[src/rtl/flash_prog_seq.sv]
// rtl/flash_prog_seq.sv - JEDEC flash program/erase sequencer with DQ7 data# polling
//
// Accepts one byte-program or sector-erase request from the DMA engine, then
// issues the JEDEC unlock/command writes on the memory bus (3 E cycles per
// write). It then polls DQ7 until the device reports completion or the poll
// budget runs out.
//
// Optional build macro: FLASH_VERIFY_EN adds a one-cycle full-byte read-back
// check after a successful DQ7 match.
//
// Ports:
//   e_cpu       clock (CPU E clock), all state changes on the rising edge
//   reset_cpu   asynchronous active-high reset
//   req         request from DMA engine, only sampled in IDLE
//   cmd_erase   1 = sector erase, 0 = byte program (latched with req)
//   addr        target flash address / sector address (latched with req)
//   wdata       program byte (latched with req)
//   busy        high from the acceptance edge until the return to IDLE
//   done        one-cycle completion pulse (success or error)
//   err         sticky timeout/verify failure, cleared on the next accepted req
//   flash_addr  memory bus address
//   flash_dout  write data to flash
//   flash_drive high = drive flash_dout onto the data bus
//   flash_din   data bus read back
//   _ce_flash   chip enable, active low
//   _we_flash   write strobe, active low
//   _oe_flash   output enable, active low

module flash_prog_seq #(
  parameter int unsigned PROG_TIMEOUT  = 64,
  parameter int unsigned ERASE_TIMEOUT = 65535,
  parameter logic [18:0] UNLOCK_A1     = 19'h05555,
  parameter logic [18:0] UNLOCK_A2     = 19'h02AAA
) (
  input  logic        e_cpu,
  input  logic        reset_cpu,
  input  logic        req,
  input  logic        cmd_erase,
  input  logic [18:0] addr,
  input  logic [7:0]  wdata,
  output logic        busy,
  output logic        done,
  output logic        err,
  output logic [18:0] flash_addr,
  output logic [7:0]  flash_dout,
  output logic        flash_drive,
  input  logic [7:0]  flash_din,
  output logic        _ce_flash,
  output logic        _we_flash,
  output logic        _oe_flash
);

  localparam logic [15:0] PROG_LIM  = 16'(PROG_TIMEOUT);
  localparam logic [15:0] ERASE_LIM = 16'(ERASE_TIMEOUT);

  typedef enum logic [2:0] {
    S_IDLE    = 3'd0,
    S_SETUP   = 3'd1,
    S_STROBE  = 3'd2,
    S_RECOVER = 3'd3,
    S_POLL    = 3'd4,
`ifdef FLASH_VERIFY_EN
    S_VERIFY  = 3'd5,
`endif
    S_DONE    = 3'd6
  } state_t;

  state_t      state, next;
  logic        op_erase;
  logic [18:0] op_addr;
  logic [7:0]  op_data;
  logic [2:0]  idx;
  logic [15:0] poll_cnt;
  logic        err_q;

  logic        accept, idx_inc, poll_clr, poll_inc, set_err;
  logic [18:0] seq_addr;
  logic [7:0]  seq_data;
  logic [7:0]  exp_byte;
  logic        last_write, dq7_match, timed_out;
  logic [15:0] poll_next;

  // Command table: program = AA,55,A0,data ; erase = AA,55,80,AA,55,30.
  always_comb begin
    seq_addr = UNLOCK_A1;
    seq_data = 8'hAA;
    case (idx)
      3'd0: begin seq_addr = UNLOCK_A1; seq_data = 8'hAA; end
      3'd1: begin seq_addr = UNLOCK_A2; seq_data = 8'h55; end
      3'd2: begin seq_addr = UNLOCK_A1; seq_data = op_erase ? 8'h80 : 8'hA0; end
      3'd3: begin
        seq_addr = op_erase ? UNLOCK_A1 : op_addr;
        seq_data = op_erase ? 8'hAA : op_data;
      end
      3'd4: begin seq_addr = UNLOCK_A2; seq_data = 8'h55; end
      default: begin seq_addr = op_addr; seq_data = 8'h30; end
    endcase
  end

  assign last_write = (idx == (op_erase ? 3'd5 : 3'd3));
  // An erased byte reads back as FF, so erase completion shows DQ7=1.
  assign exp_byte   = op_erase ? 8'hFF : op_data;
  assign dq7_match  = ((flash_din ^ exp_byte) & 8'h80) == 8'h00;
  // Counter saturates so a huge ERASE_TIMEOUT can never wrap past the limit.
  assign poll_next  = (poll_cnt == 16'hFFFF) ? poll_cnt : poll_cnt + 16'd1;
  assign timed_out  = poll_next >= (op_erase ? ERASE_LIM : PROG_LIM);

  always_ff @(posedge e_cpu or posedge reset_cpu) begin
    if (reset_cpu) state <= S_IDLE;
    else           state <= next;
  end

  always_comb begin
    next        = state;
    busy        = 1'b1;
    done        = 1'b0;
    _ce_flash   = 1'b1;
    _we_flash   = 1'b1;
    _oe_flash   = 1'b1;
    flash_drive = 1'b0;
    flash_addr  = 19'd0;
    flash_dout  = 8'd0;
    accept      = 1'b0;
    idx_inc     = 1'b0;
    poll_clr    = 1'b0;
    poll_inc    = 1'b0;
    set_err     = 1'b0;
    case (state)
      S_IDLE: begin
        busy = 1'b0;
        if (req) begin
          accept = 1'b1;
          next   = S_SETUP;
        end
      end
      S_SETUP: begin
        _ce_flash   = 1'b0;
        flash_drive = 1'b1;
        flash_addr  = seq_addr;
        flash_dout  = seq_data;
        next        = S_STROBE;
      end
      S_STROBE: begin
        _ce_flash   = 1'b0;
        _we_flash   = 1'b0;
        flash_drive = 1'b1;
        flash_addr  = seq_addr;
        flash_dout  = seq_data;
        next        = S_RECOVER;
      end
      S_RECOVER: begin
        flash_drive = 1'b1;
        flash_addr  = seq_addr;
        flash_dout  = seq_data;
        idx_inc     = 1'b1;
        if (last_write) begin
          poll_clr = 1'b1;
          next     = S_POLL;
        end else begin
          next = S_SETUP;
        end
      end
      S_POLL: begin
        _ce_flash  = 1'b0;
        _oe_flash  = 1'b0;
        flash_addr = op_addr;
        // A match on the same edge as the timeout still counts as success.
        if (dq7_match) begin
`ifdef FLASH_VERIFY_EN
          next = S_VERIFY;
`else
          next = S_DONE;
`endif
        end else begin
          poll_inc = 1'b1;
          if (timed_out) begin
            set_err = 1'b1;
            next    = S_DONE;
          end
        end
      end
`ifdef FLASH_VERIFY_EN
      S_VERIFY: begin
        _ce_flash  = 1'b0;
        _oe_flash  = 1'b0;
        flash_addr = op_addr;
        if (flash_din != exp_byte) set_err = 1'b1;
        next = S_DONE;
      end
`endif
      S_DONE: begin
        done = 1'b1;
        next = S_IDLE;
      end
      default: begin
        next = S_IDLE;
      end
    endcase
  end

  always_ff @(posedge e_cpu or posedge reset_cpu) begin
    if (reset_cpu) begin
      op_erase <= 1'b0;
      op_addr  <= 19'd0;
      op_data  <= 8'd0;
      idx      <= 3'd0;
      poll_cnt <= 16'd0;
      err_q    <= 1'b0;
    end else begin
      if (accept) begin
        op_erase <= cmd_erase;
        op_addr  <= addr;
        op_data  <= wdata;
        idx      <= 3'd0;
        err_q    <= 1'b0;
      end else if (idx_inc) begin
        idx <= idx + 3'd1;
      end
      if (poll_clr)      poll_cnt <= 16'd0;
      else if (poll_inc) poll_cnt <= poll_next;
      if (set_err) err_q <= 1'b1;
    end
  end

  assign err = err_q;

endmodule
[config.mk]
export PLATFORM = sky130hd
export DESIGN_NAME = flash_prog_seq
export DESIGN_NICKNAME = d
export VERILOG_FILES = /design/src/rtl/flash_prog_seq.sv
export SDC_FILE = /design/constraint.sdc
export NUM_CORES = 1
export LEC_CHECK = 0
export CORE_UTILIZATION = 52
export DETAILED_ROUTE_END_ITERATION = 8
export GPL_ROUTABILITY_DRIVEN = 0
export PLACE_DENSITY_LB_ADDON = 0.1
export SYNTH_ARGS = -nofsm -noshare
export SYNTH_HDL_FRONTEND = slang
export SYNTH_SLANG_ARGS = --single-unit
export TNS_END_PERCENT = 5
[constraint.sdc]
create_clock -name e_cpu -period 4.1 [get_ports e_cpu]
set_clock_uncertainty 0.15 [all_clocks]
set_input_delay 0.615 -clock e_cpu [delete_from_list [all_inputs] [get_ports e_cpu]]
set_output_delay 0.615 -clock e_cpu [all_outputs]
set_load 0.05 [all_outputs]
# After elaboration in Yosys (flattened, before gate mapping)
# Cells that the tools add are included.
dict set report totals {
  ff_bits 51
  out_inout_bits 34
  wordCells 73
}
dict set report classes {
  addsub 2
  magnitude_cmp 1
  eq_ne 13
  n_mux 38
  bitwise_logic 1
  n_reduce_logical 11
}
# cell count
set ops {}
lappend ops {{$mux W16} 4}
lappend ops {{$pmux W19 S3} 1}
lappend ops {{$pmux W19 S2} 1}
lappend ops {{$pmux W8 S4} 1}
lappend ops {{$mux W8} 3}
lappend ops {{$mux W3} 7}
lappend ops {{$mux W19} 1}
lappend ops {{$mux W1} 18}
lappend ops {{$add A16 B1 Y16 const B} 1}
lappend ops {{$eq A16 B16 Y1 const B} 1}
lappend ops {{$ge A16 B16 Y1} 1}
lappend ops {{$pmux W3 S5} 1}
lappend ops {{$eq A3 B2 Y1 const B} 4}
lappend ops {{$eq A3 B3 Y1 const B} 3}
lappend ops {{$logic_not A8 Y1} 1}
lappend ops {{$xor A8 B8 Y8} 1}
lappend ops {{$eq A3 B1 Y1 const B} 2}
lappend ops {{$logic_not A3 Y1} 2}
lappend ops {{$mux W6} 1}
lappend ops {{$reduce_bool A2 Y1} 3}
lappend ops {{$reduce_or A3 Y1} 2}
lappend ops {{$reduce_or A2 Y1} 2}
lappend ops {{$add A3 B1 Y3 const B} 1}
lappend ops {{$eq A3 B3 Y1} 1}
lappend ops {{other kinds (3)} 3}

# Depth between registers and ports, before layout
# Gate-level depths: netlist (run 1).
dict set report depth {
  depth_word 7
  ltp_mapped 13
  mapped_depth_nobuf 12
}

# Worst setup path after synthesis (run 1)
# No wires, ideal clock.
dict set report synth_path {
  path_kind {register -> output}
  startpoint {reg state[1]}
  endpoint {out flash_dout[1]}
  t_arrival_ns 2.333
  setup_slack_ns 1.002
  path_stages_with_launch 8
  path_buffers 2
  path_cell_list {dfrtp_1 -> clkbuf_1 -> nor2_1 -> or2_2 -> clkbuf_1 -> inv_1 -> nand2_1 -> a21oi_1}
}
dict set report synth_via {
  elab_chain_cells 3
}
# item line
set synth_rtl {}
lappend synth_rtl {{from (decl)} 68} ;# state_t state, next;
lappend synth_rtl {{from (signal assigned)} 110} ;# else state <= next;
lappend synth_rtl {{$eq A3 B2 Y1 / $eq A3 B1 Y1 (equally long branches)} 128} ;# case (state)
lappend synth_rtl {{$reduce_or A3 Y1 (no source line) (*)} n/a}
lappend synth_rtl {{$mux W8 (*)} 128}
lappend synth_rtl {{to (decl)} 45} ;# output logic [7:0] flash_dout,
# Every way passes the cells marked *; elsewhere a longest branch is shown, timed or not.

# Worst setup path in the final report (run 1)
dict set report layout_path {
  startpoint {reg idx[0]}
  endpoint {out flash_addr[0]}
}
dict set report layout_via {
  elab_chain_cells 4
}
# item line
set layout_rtl {}
lappend layout_rtl {{from (decl)} 72} ;# logic [2:0] idx;
lappend layout_rtl {{from (signal assigned)} 217} ;# idx <= idx + 3'd1;
lappend layout_rtl {{$eq A3 B3 Y1 (tied with other cells)} 87} ;# case (idx)
lappend layout_rtl {{$reduce_or A2 Y1 (no source line)} n/a}
lappend layout_rtl {{$pmux W19 S3 (*)} 87}
lappend layout_rtl {{$pmux W19 S2 (*)} 128}
lappend layout_rtl {{to (decl)} 44} ;# output logic [18:0] flash_addr,
# Marked as above.

==> summary.md, run 1 <==
| Metric | Value |
|---|---|
| Status | complete, no violations |
| Worst-Margin Slew | between 0.8 and 0.9 ns |
| Hold wc startpoint | op_addr[18]$_DFFE_PP0P_ |
| Reg2reg start | poll_cnt[0]$_DFFE_PP0P_ |
| # DRC | 0 |
| Pin count of the biggest net entering global routing | 38 |
| Clk slew on worst S/H paths | 0.10 ns |
| Distinct cells, synth | 53 |
| Hold endpoint | op_addr[18]$_DFFE_PP0P_ |
| RSZ-0062 raised after global routing | no |
| Final cycle utilization of the critical path | 0.918 |
| Setup TNS | 0 ns |
| Most frequent cell after synthesis | dfrtp_1 |
| Max Buffers Root-to-Sink | 2 |
| Seq/Total Area, Yosys | 0.376 |
| TritonCTS Sinks | roughly 50 |
| Die span in x | 82.8 µm |
| Critical path, cell by cell | inv_1, ha_1, mux2i_1, nor3_1, o21ai_2, a21o_1, clkdlybuf4s50_1 |
| Multi-input combinational cell area | 0.00195 mm² |
| Via count | around 2800 |
| Global-route wire length before repair | ~13000 µm |
| Setup violators final | 0 |
| # nets final | 471 |
| Compound-cell area share of the yosys netlist | 0.187 |
| Maximum vdd drop | 0.942 mV |
| Post-DR vias/cell | roughly 5.7 |
| Post-synthesis mux area share | 0.0987 |
| FF-to-FF path depth | 11 |
| Top delay family on crit path | buffers and inverters |
| WP data arrival | 3.00 ns |
| Max Fclk | 266 MHz |
| Pwr Density | 905 mW/mm² |
| Area leader, netlist | dfrtp_1 |
| WS Path Type | reg -> out |
| Max-Cap Viols | 0 |
| Reg2reg end | err$_DFFE_PP0P_ |
| HP Class | reg -> reg |
| Die area | just under 0.007 mm² |
| Count of input and output buffers | 65 |
| Leakage power | 1.85 nW |
| Placed instance area | around 0.004 mm² |
| Main combinational cell family by area after synthesis | compound AO/OA/AOI/OAI gates |
| Setup crit start kind | register |
| Mapped Area | 0.00340 mm² |
| Net Sw Power | just under 2 mW |
| Number of global-route vias before repair | around 2700 |
| Post-Synth Simple-Gate Area | 0.168 |
| Die H | 82.8 µm |
| TritonCTS Buffers | 5 |
| Fin. max-slew vios | 0 |
| Syn nets | ~410 |
| CTS root buf | clkbuf_8 |
| Iteration-0 DRC Markers | 97 |
| Combinational group share of total power | 0.682 |
| Flop pwr share | 0.219 |
| Asr flop ratio synth | 1.00 |
| CP Max Fanout | 8 |
| Layout filler cell count | 528 |
| Area Growth Syn to Fin | 21.8% |
| Worst EP required | about 3.3 ns |
| Setup bufs post-CTS | 0 |
| Number of synthesized flops with an enable pin | 0 |
| Crit-path max cell delay | 0.81 ns |
| Syn Inst Count | roughly 350 |
| Wire per inst | 14.9 µm |
| Initial core utilization | 0.538 |
| Site Rows | 29 |
| Synth warnings | 0 |
| Antenna Nets Post-Route | 0 |
| Io pins | 73 |
| Synthesized area per cell | around 9.6 µm² |
| Core footprint | 0.00631 mm² |
| Ant. Diodes | 0 |
| Area share of xor/xnor cells in the synthesized design | 0.0413 |
| Largest cells by area after synthesis | dfrtp_1 38%, mux2_2 9.3%, ha_1 7.7%, a21oi_1 3.7%, o21ai_0 3.7% |
| Slowest CP cell | clkdlybuf4s50_1 |
| Clock share of power | 0.099 |
| Total GRT Usage | 0.227 |
| Share of layout cells above drive strength 1 | 0.160 |
| CTS tree | yes |
| Worst setup EP type | output pin |
| Area share of the largest cell type after synthesis | 0.376 |
| Clock period minus worst slack | between 3 and 4 ns |
| Clk Latency, worst-skew pair | 0.32 ns |
| Primary FF master, synth | dfrtp_1 |
| Register-to-register setup slack | 0.72 ns |
| Switching portion of total power | 0.523 |
| Slew HR | 0.410 |
| Sequential Area | 0.00128 mm² |
| Post_cts resized | 0 |
| Flops & latches, synth | 51 |
| P_int | 1.79 mW |
| Final WL | 7290 µm |
| Design area | 0.00414 mm² |
| Hold Violations, Final | 0 |
| Bufs and invs on worst path | 2 |
| Initial antenna violation count | 0 |
| Synth Area in Adders | 0.0774 |
| First drt pass iteration count | 6 |
| H-tree levels | 2 |
| Most frequent cells after synthesis | 51 x dfrtp_1, 29 x nand2_1, 28 x mux2_2 |
| Gr ovfl total | 0 |
| Hold-fix buffers, CTS | 0 |
| HPWL after DPL | 5330 µm |
| Hold path depth | 1 |
-- cells in the final DEF (no fill, tap or decap), drive strengths merged, types with 4 or more instances in the layout --
master,count
ha,21
or3,4
clkdlybuf4s50,54
a31oi,4
nand2,29
nor3,7
dfrtp,51
o31ai,5
a21o,13
o21ai,29
xor2,5
a21oi,25
nor2,23
and2,5
o21a,5
buf,16
xnor2,11
clkbuf,5
and4,4
nand4,8
mux2,28
nand3,8
inv,12
-- state kept, by name (all words and copies together) (netlist names) --
name	flops
op_addr	19
poll_cnt	16
op_data	8
idx	3
state	3
err	1
op_erase	1
-- metrics by stage --
stage           util  power, mW  setup slack (ns)  hold WS [ns]  std cells
6_report       0.655       3.74             0.338         0.361        489
5_1_grt        0.655       3.96             0.113         0.381        489
4_1_cts        0.655       3.76             0.141         0.361        489
3_5_place_dp   0.637       3.38             0.517         0.337        481
3_3_place_gp   0.637       3.36             0.568         0.331        481
2_1_floorplan      -       2.69              1.00         0.322        354
-- final cells by class --
| class | count | share of cell area |
|---|---|---|
| Sequential cell | 51 | 0.308 |
| Clock buffer | 5 | 0.0166 |
| Tap cell | 77 | 0.0233 |
| Multi-Input combinational cell | 272 | 0.471 |
| Timing Repair Buffer | 70 | 0.160 |
| Inverter | 11 | 0.00998 |
| Clock inverter | 3 | 0.0112 |
-- power groups by stage --
stage	Combinational [mW]	Clock, mW	Sequential [mW]
floorplan	1.92	0	0.768
global placement	2.53	0	0.823
detailed placement	2.55	0	0.829
CTS	2.56	0.381	0.819
global route	2.72	0.399	0.848
finish	2.55	0.371	0.818
-- routing by layer --
metal / share of wire / vias up / global-route usage / wire length [µm]
li1: - / 1397 / - / -
met1: 0.48 / 1344 / 0.308 / 3510
met2: 0.47 / 61 / 0.373 / 3420
met3: 0.041 / 6 / 0.0408 / 297
met4: 0.0096 / 0 / 0.0658 / 70
met5: 0 / - / 0 / 0
-- cells by family after synthesis --
kind of cell,Yosys count
muxes,30
and+or+nand+nor,107
adders and majority gates,21
AOI/OAI and AO/OA,98
xor gates and xnor gates,16
buffers and inverters,31
DFF,51
-- worst max path at each step --
stage,start,depth (start not counted),slack (ns),endpoint
global route,idx[0]$_DFFE_PP0P_,7,0.11,flash_addr[0]
global placement,idx[0]$_DFFE_PP0P_,7,0.57,flash_addr[0]
detailed placement,idx[0]$_DFFE_PP0P_,7,0.52,flash_addr[0]
floorplan,state[1]$_DFFE_PP0P_,7,1.00,flash_dout[1]
CTS,idx[0]$_DFFE_PP0P_,7,0.14,flash_addr[0]
finish,idx[0]$_DFFE_PP0P_,7,0.34,flash_addr[0]
Power figures use the tool's default switching activity.
==> run 2, diff against run 1 <==
--- a/config.mk
+++ b/config.mk
@@ -6,5 +6,7 @@
 export NUM_CORES = 1
 export LEC_CHECK = 0
-export CORE_UTILIZATION = 52
+export CELL_PAD_IN_SITES_DETAIL_PLACEMENT = 1
+export CELL_PAD_IN_SITES_GLOBAL_PLACEMENT = 2
+export CORE_UTILIZATION = 31
 export DETAILED_ROUTE_END_ITERATION = 8
 export GPL_ROUTABILITY_DRIVEN = 0
==> constraint.sdc (replaced) <==
create_clock -name e_cpu -period 4.1 [get_ports e_cpu]
set_clock_uncertainty 0.15 [all_clocks]
set_input_delay 0.41 -clock e_cpu [delete_from_list [all_inputs] [get_ports e_cpu]]
set_output_delay 0.41 -clock e_cpu [all_outputs]
set_load 0.05 [all_outputs]
==> summary.md, run 2 (synthesis results as in run 1) <==
| Metric | Value |
|---|---|
| Status | complete, no violations |
| Die span in x | 107 µm (+29%) |
| Initial antenna violation count | 0 (unchanged) |
| Most flop-heavy register | op_addr |
| # nets final | 472 (+0.21%) |
| Critical Path Stages | 8 (+1) |
| Maximum vdd drop | 0.495 mV (-47%) |
| Leakage power | 1.83 nW (-0.96%) |
| Setup bufs post-CTS | 0 (unchanged) |
| CTS root buf | clkbuf_8 |
| CTS tree | yes |
| # DRC | 0 (unchanged) |
| Fin. max-slew vios | 0 (unchanged) |
| Commonest non-fill, non-tap cell in the layout | clkdlybuf4s50_1 |
| Placed instance area | 0.00413 mm² (+2.7%) |
| P_int | 1.80 mW (+0.91%) |
| Count of input and output buffers | 65 (unchanged) |
| Io pins | 73 (unchanged) |
| Pwr Density | 900 mW/mm² (-0.52%) |
| Finished Core Util | 0.404 (-0.251) |
| TritonCTS Sinks | 51 (unchanged) |
| Via count | 2871 (+2.2%) |
| Wire per inst | 16.9 µm (+13%) |
| Post-DR vias/cell | 5.23 (-8.9%) |
| Critical path, cell by cell | ha_1, ha_1, o21bai_1, a21boi_0, o21ai_0, buf_4, a21o_1, clkdlybuf4s50_1 |
| Worst setup EP type | output pin |
| Hold-fix buffers, CTS | 0 (unchanged) |
| Top delay family on crit path | buffers and inverters |
| Max Fclk | 272 MHz (+2.5%) |
| Flop pwr share | 0.220 (about the same) |
| Number of global-route vias before repair | 2918 (+8.8%) |
| HPWL after DPL | 6810 µm (+28%) |
| Clk slew on worst S/H paths | 0.10 ns (about the same) |
| Gr ovfl total | 0 (unchanged) |
| Setup TNS | 0 ns (unchanged) |
| Switching portion of total power | 0.527 (+0.00383) |
| Die H | 107 µm (+29%) |
| Post_cts resized | 0 (unchanged) |
| Crit-path max cell delay | 0.81 ns (about the same) |
| Net Sw Power | 2.01 mW (+2.5%) |
| WP data arrival | 3.11 ns (+0.11 ns) |
| Total GRT Usage | 0.176 (-0.0516) |
| H-tree levels | 2 (unchanged) |
| Setup crit start kind | register |
| Pin count of the biggest net entering global routing | 39 (+2.6%) |
| Slowest CP cell | clkdlybuf4s50_1 |
| Bufs and invs on worst path | 2 (unchanged) |
| Clock share of power | 0.091 (-0.008) |
| Reg2reg end | err$_DFFE_PP0P_ |
| Worst-Margin Slew | 0.970 ns (+0.0883 ns) |
| Site Rows | 37 (+28%) |
| Max reg flops | 19 (unchanged) |
| Core footprint | 0.0105 mm² (+66%) |
| Hold Violations, Final | 0 (unchanged) |
| Area Growth Syn to Fin | 24.6% |
| Worst EP required | 3.54 ns (+0.20 ns) |
| Reg2reg start | poll_cnt[1]$_DFFE_PP0P_ |
| WS Path Type | reg -> out |
| Overall power | 3.81 mW (+1.7%) |
| Slew HR | 0.351 (-0.0590) |
| Antenna Nets Post-Route | 0 (unchanged) |
| Max-Cap Viols | 0 (unchanged) |
| Most frequent CP cell | ha_1 |
| Layout filler cell count | 1232 (+130%) |
| Clk Latency, worst-skew pair | 0.34 ns (+0.02 ns) |
| Max Buffers Root-to-Sink | 2 (unchanged) |
| HP Class | reg -> reg |
| Combinational group share of total power | 0.689 (+0.007) |
| Register-to-register setup slack | 0.64 ns (-0.08 ns) |
| Final WL | 9290 µm (+27%) |
| Clock period minus worst slack | 3.67 ns (-0.0920 ns) |
| TritonCTS Buffers | 5 (unchanged) |
| Die area | 0.0114 mm² (+66%) |
| Global-route wire length before repair | 15300 µm (+21%) |
| Setup violators final | 0 (unchanged) |
| Initial core utilization | 0.325 (-0.213) |
| Share of layout cells above drive strength 1 | 0.133 (-0.0270) |
| RSZ-0062 raised after global routing | no |
| Crit path to | flash_addr[11] |
| Ant. Diodes | 0 (unchanged) |
| Most frequent cells in the layout | 65 x clkdlybuf4s50_1, 51 x dfrtp_1, 29 x nand2_1 |
| Design area | 0.00423 mm² (+2.3%) |
| Biggest regs | op_addr: 19 flops, poll_cnt: 16 flops, op_data: 8 flops |
| FF-to-FF path depth | 12 (+1) |
| Final cycle utilization of the critical path | 0.895 (-0.0224) |
| CP Max Fanout | 11 (+3) |
| First drt pass iteration count | 4 (-2) |
| Launch point of the worst path | idx[0]$_DFFE_PP0P_ |
| Iteration-0 DRC Markers | 85 (-12%) |
## run 2: layer usage
metal,vias up,GRT usage,part of all wire
li1,1397,-,-
met1,1426,0.221,0.45
met2,40,0.296,0.49
met3,8,0.0413,0.036
met4,0,0.0577,0.018
met5,-,0,0
## run 2: worst min-delay path by stage
| stage | slack [ns] | startpoint | endpoint | cells after the start |
|---|---|---|---|---|
| 6_report | 0.36 | op_addr[18]$_DFFE_PP0P_ | op_addr[18]$_DFFE_PP0P_ | 1 |
| 5_1_grt | 0.37 | op_addr[18]$_DFFE_PP0P_ | op_addr[18]$_DFFE_PP0P_ | 1 |
| 4_1_cts | 0.36 | op_addr[18]$_DFFE_PP0P_ | op_addr[18]$_DFFE_PP0P_ | 1 |
| 3_5_place_dp | 0.34 | op_addr[18]$_DFFE_PP0P_ | op_addr[18]$_DFFE_PP0P_ | 1 |
| 3_3_place_gp | 0.33 | op_addr[18]$_DFFE_PP0P_ | op_addr[18]$_DFFE_PP0P_ | 1 |
| 2_1_floorplan | 0.32 | op_addr[15]$_DFFE_PP0P_ | op_addr[15]$_DFFE_PP0P_ | 1 |
## run 2: area by class of cell
| type | instances | area [µm²] | share of cell area |
|---|---|---|---|
| clock buffers | 7 | 96.3 | 0.0228 |
| clock inverters | 1 | 7.51 | 0.00177 |
| well taps | 136 | 170 | 0.0402 |
| inverters | 11 | 41.3 | 0.00976 |
| flip-flops and latches | 51 | 1280 | 0.302 |
| repair buffers | 71 | 696 | 0.164 |
| multi-input cells | 272 | 1940 | 0.459 |
## run 2: power groups by stage
stage | clock (mW) | combinational (mW) | sequential (mW)
3_5_place_dp | 0 | 2.66 | 0.848
2_1_floorplan | 0 | 1.92 | 0.768
4_1_cts | 0.366 | 2.67 | 0.839
6_report | 0.348 | 2.62 | 0.837
5_1_grt | 0.388 | 2.80 | 0.866
3_3_place_gp | 0 | 2.63 | 0.838
## run 2: worst register-to-register path: cells and delay by family (launching register included)
family	cells	cell delay (ns)
adders and majority gates	2	0.60
AOI/OAI and AO/OA	4	0.89
DFF	1	0.48
xor gates and xnor gates	1	0.13
and+or+nand+nor	5	1.05
## run 2: stage by stage
step / cells / hold WS (ns) / setup WS [ns]
2_1_floorplan: 354 / 0.322 / 1.09
3_3_place_gp: 541 / 0.330 / 0.748
3_5_place_dp: 541 / 0.339 / 0.666
4_1_cts: 549 / 0.361 / 0.372
5_1_grt: 549 / 0.375 / 0.216
6_report: 549 / 0.358 / 0.430
==> run 3, diff against run 2 <==
- CORE_UTILIZATION: 31 -> 35
- CTS_BUF_LIST: not set -> sky130_fd_sc_hd__clkbuf_8
- CTS_CLUSTER_DIAMETER: not set -> 200
- clock period: 4.1 -> 4.4 ns (I/O delays scaled with it)
==> summary.md, run 3 (synthesis results as in run 1) <==
| Metric | Value |
|---|---|
| Status | complete, no violations |
| Site Rows | 35 (-5.4%) |
| Ant. Diodes | 0 (unchanged) |
| CTS tree | yes |
| Iteration-0 DRC Markers | 37 (-56%) |
| Count of input and output buffers | 65 (unchanged) |
| Fin cells | 539 (-1.8%) |
| Core footprint | 0.00933 mm² (-11%) |
| Final cycle utilization of the critical path | 0.867 |
| Register-to-register setup slack | 0.92 ns (+0.28 ns) |
| Antenna Nets Post-Route | 0 (unchanged) |
| Post-DR vias/cell | 5.29 (+1.1%) |
| Switching portion of total power | 0.515 (-0.0120) |
| Via count | 2850 (-0.73%) |
| FF-to-FF path depth | 11 (-1) |
| Most frequent cells in the layout | 65 x clkdlybuf4s50_1, 51 x dfrtp_1, 29 x nand2_1 |
| Number of global-route vias before repair | 2891 (-0.93%) |
| Total GRT Usage | 0.186 (+0.0102) |
| Critical path, cell by cell | inv_1, ha_1, mux2i_1, nor3_1, o21ai_1, a21o_1, clkdlybuf4s50_1 |
| Commonest non-fill, non-tap cell in the layout | clkdlybuf4s50_1 |
| Slew HR | 0.340 (-0.0112) |
| Global-route wire length before repair | 14700 µm (-4.2%) |
| Die area | 0.0101 mm² (-11%) |
| Hold wc startpoint | op_addr[15]$_DFFE_PP0P_ |
| Clk slew on worst S/H paths | 0.10 ns (about the same) |
| Die H | 101 µm (-5.8%) |
| Reg2reg start | poll_cnt[0]$_DFFE_PP0P_ |
| Initial core utilization | 0.364 (+0.0395) |
| Hold-fix buffers, CTS | 0 (unchanged) |
| Worst-Margin Slew | 0.986 ns (+0.0160 ns) |
| WP data arrival | 3.22 ns (+0.11 ns) |
| Leakage power | 1.83 nW (about the same) |
| H-tree levels | 2 (unchanged) |
| # nets final | 469 (-0.64%) |
| Setup bufs post-CTS | 0 (unchanged) |
| Worst EP required | 3.81 ns (+0.27 ns) |
| WS Path Type | reg -> out |
| Area Growth Syn to Fin | 24.6% (about the same) |
| Biggest regs | op_addr: 19 flops, poll_cnt: 16 flops, op_data: 8 flops |
| Wire per inst | 16.5 µm (-2.7%) |
| Crit path to | flash_addr[0] |
| Die span in x | 101 µm (-5.8%) |
| Setup TNS | 0 ns (unchanged) |
| Critical Path Stages | 7 (-1) |
| Setup crit start kind | register |
| Initial antenna violation count | 0 (unchanged) |
| First drt pass iteration count | 4 (unchanged) |
| Max Fclk | 262 MHz |
| Top delay family on crit path | buffers and inverters |
| Layout filler cell count | 1068 (-13%) |
| Share of layout cells above drive strength 1 | 0.127 (-0.00634) |
| Clk Latency, worst-skew pair | 0.31 ns (-0.03 ns) |
| Max-Cap Viols | 0 (unchanged) |
| Launch point of the worst path | idx[0]$_DFFE_PP0P_ |
| Gr ovfl total | 0 (unchanged) |
| Max reg flops | 19 (unchanged) |
| Placed cells | 531 (-1.8%) |
| Slowest CP cell | clkdlybuf4s50_1 |
| Fin. max-slew vios | 0 (unchanged) |
| Maximum vdd drop | 0.304 mV (-39%) |
| P_int | 1.74 mW (-3.4%) |
| Reg2reg end | err$_DFFE_PP0P_ |
| Setup violators final | 0 (unchanged) |
| Flop pwr share | 0.218 (-0.002) |
| Pwr Density | 848 mW/mm² (-5.8%) |
| CP Max Fanout | 8 (-3) |
| Combinational group share of total power | 0.671 (-0.018) |
| Worst setup EP type | output pin |
| Io pins | 73 (unchanged) |
| # DRC | 0 (unchanged) |
| Net Sw Power | 1.85 mW (-7.9%) |
| Clock period minus worst slack | 3.81 ns |
| Final WL | 8870 µm (-4.5%) |
| HP Class | reg -> reg |
| CTS root buf | clkbuf_8 |
| Max Buffers Root-to-Sink | 2 (unchanged) |
| Clock share of power | 0.111 (+0.020) |
| Min Hold Slack | 0.356 ns (-0.00111 ns) |
| Crit-path max cell delay | 0.82 ns (about the same) |
| TritonCTS Buffers | 5 (unchanged) |
| Hold Violations, Final | 0 (unchanged) |
| Bufs and invs on worst path | 2 (unchanged) |
| Most flop-heavy register | op_addr |
| RSZ-0062 raised after global routing | no |
| HPWL after DPL | 6590 µm (-3.4%) |
| Post_cts resized | 0 (unchanged) |
| Pin count of the biggest net entering global routing | 34 (-13%) |
| TritonCTS Sinks | 51 (unchanged) |
[run 3: final cells by class]
type	count	area, µm²	share of cell area
clock buffers	5	68.8	0.0163
clock inverters	3	67.6	0.0160
inverters	11	41.3	0.00975
multi-input cells	272	1940	0.459
flip-flops and latches	51	1280	0.302
well taps	129	161	0.0381
repair buffers	68	673	0.159
[run 3: layer usage]
metal  vias to the layer above  track usage  share of wire
met3                         5       0.0270          0.027
li1                       1389            -              -
met2                        43        0.319           0.49
met5                         -            0              0
met4                         0       0.0446         0.0071
met1                      1413        0.247           0.47
[run 3: per-stage QoR]
step / util / setup WS [ns] / cell area (µm²) / total power, mW
global route: 0.454 / 0.337 / 4230 / 3.82
global placement: 0.439 / 0.920 / 4100 / 3.20
finish: 0.454 / 0.585 / 4230 / 3.59
CTS: 0.454 / 0.532 / 4230 / 3.64
floorplan: - / 1.39 / 3400 / 2.51
detailed placement: 0.439 / 0.890 / 4100 / 3.23
[run 3: worst min path at each step]
stage,to,slack (ns),cells past startpoint
floorplan,op_addr[15]$_DFFE_PP0P_,0.32,1
global placement,op_addr[17]$_DFFE_PP0P_,0.33,1
detailed placement,op_addr[15]$_DFFE_PP0P_,0.34,1
CTS,op_addr[15]$_DFFE_PP0P_,0.36,1
global route,op_addr[15]$_DFFE_PP0P_,0.38,1
finish,op_addr[15]$_DFFE_PP0P_,0.36,1
[run 3: power by group through the flow]
| stage | registers, mW | logic (mW) | clock network, mW |
|---|---|---|---|
| global placement | 0.784 | 2.41 | 0 |
| global route | 0.814 | 2.58 | 0.424 |
| detailed placement | 0.794 | 2.44 | 0 |
| finish | 0.783 | 2.41 | 0.397 |
| floorplan | 0.716 | 1.79 | 0 |
| CTS | 0.784 | 2.44 | 0.411 |
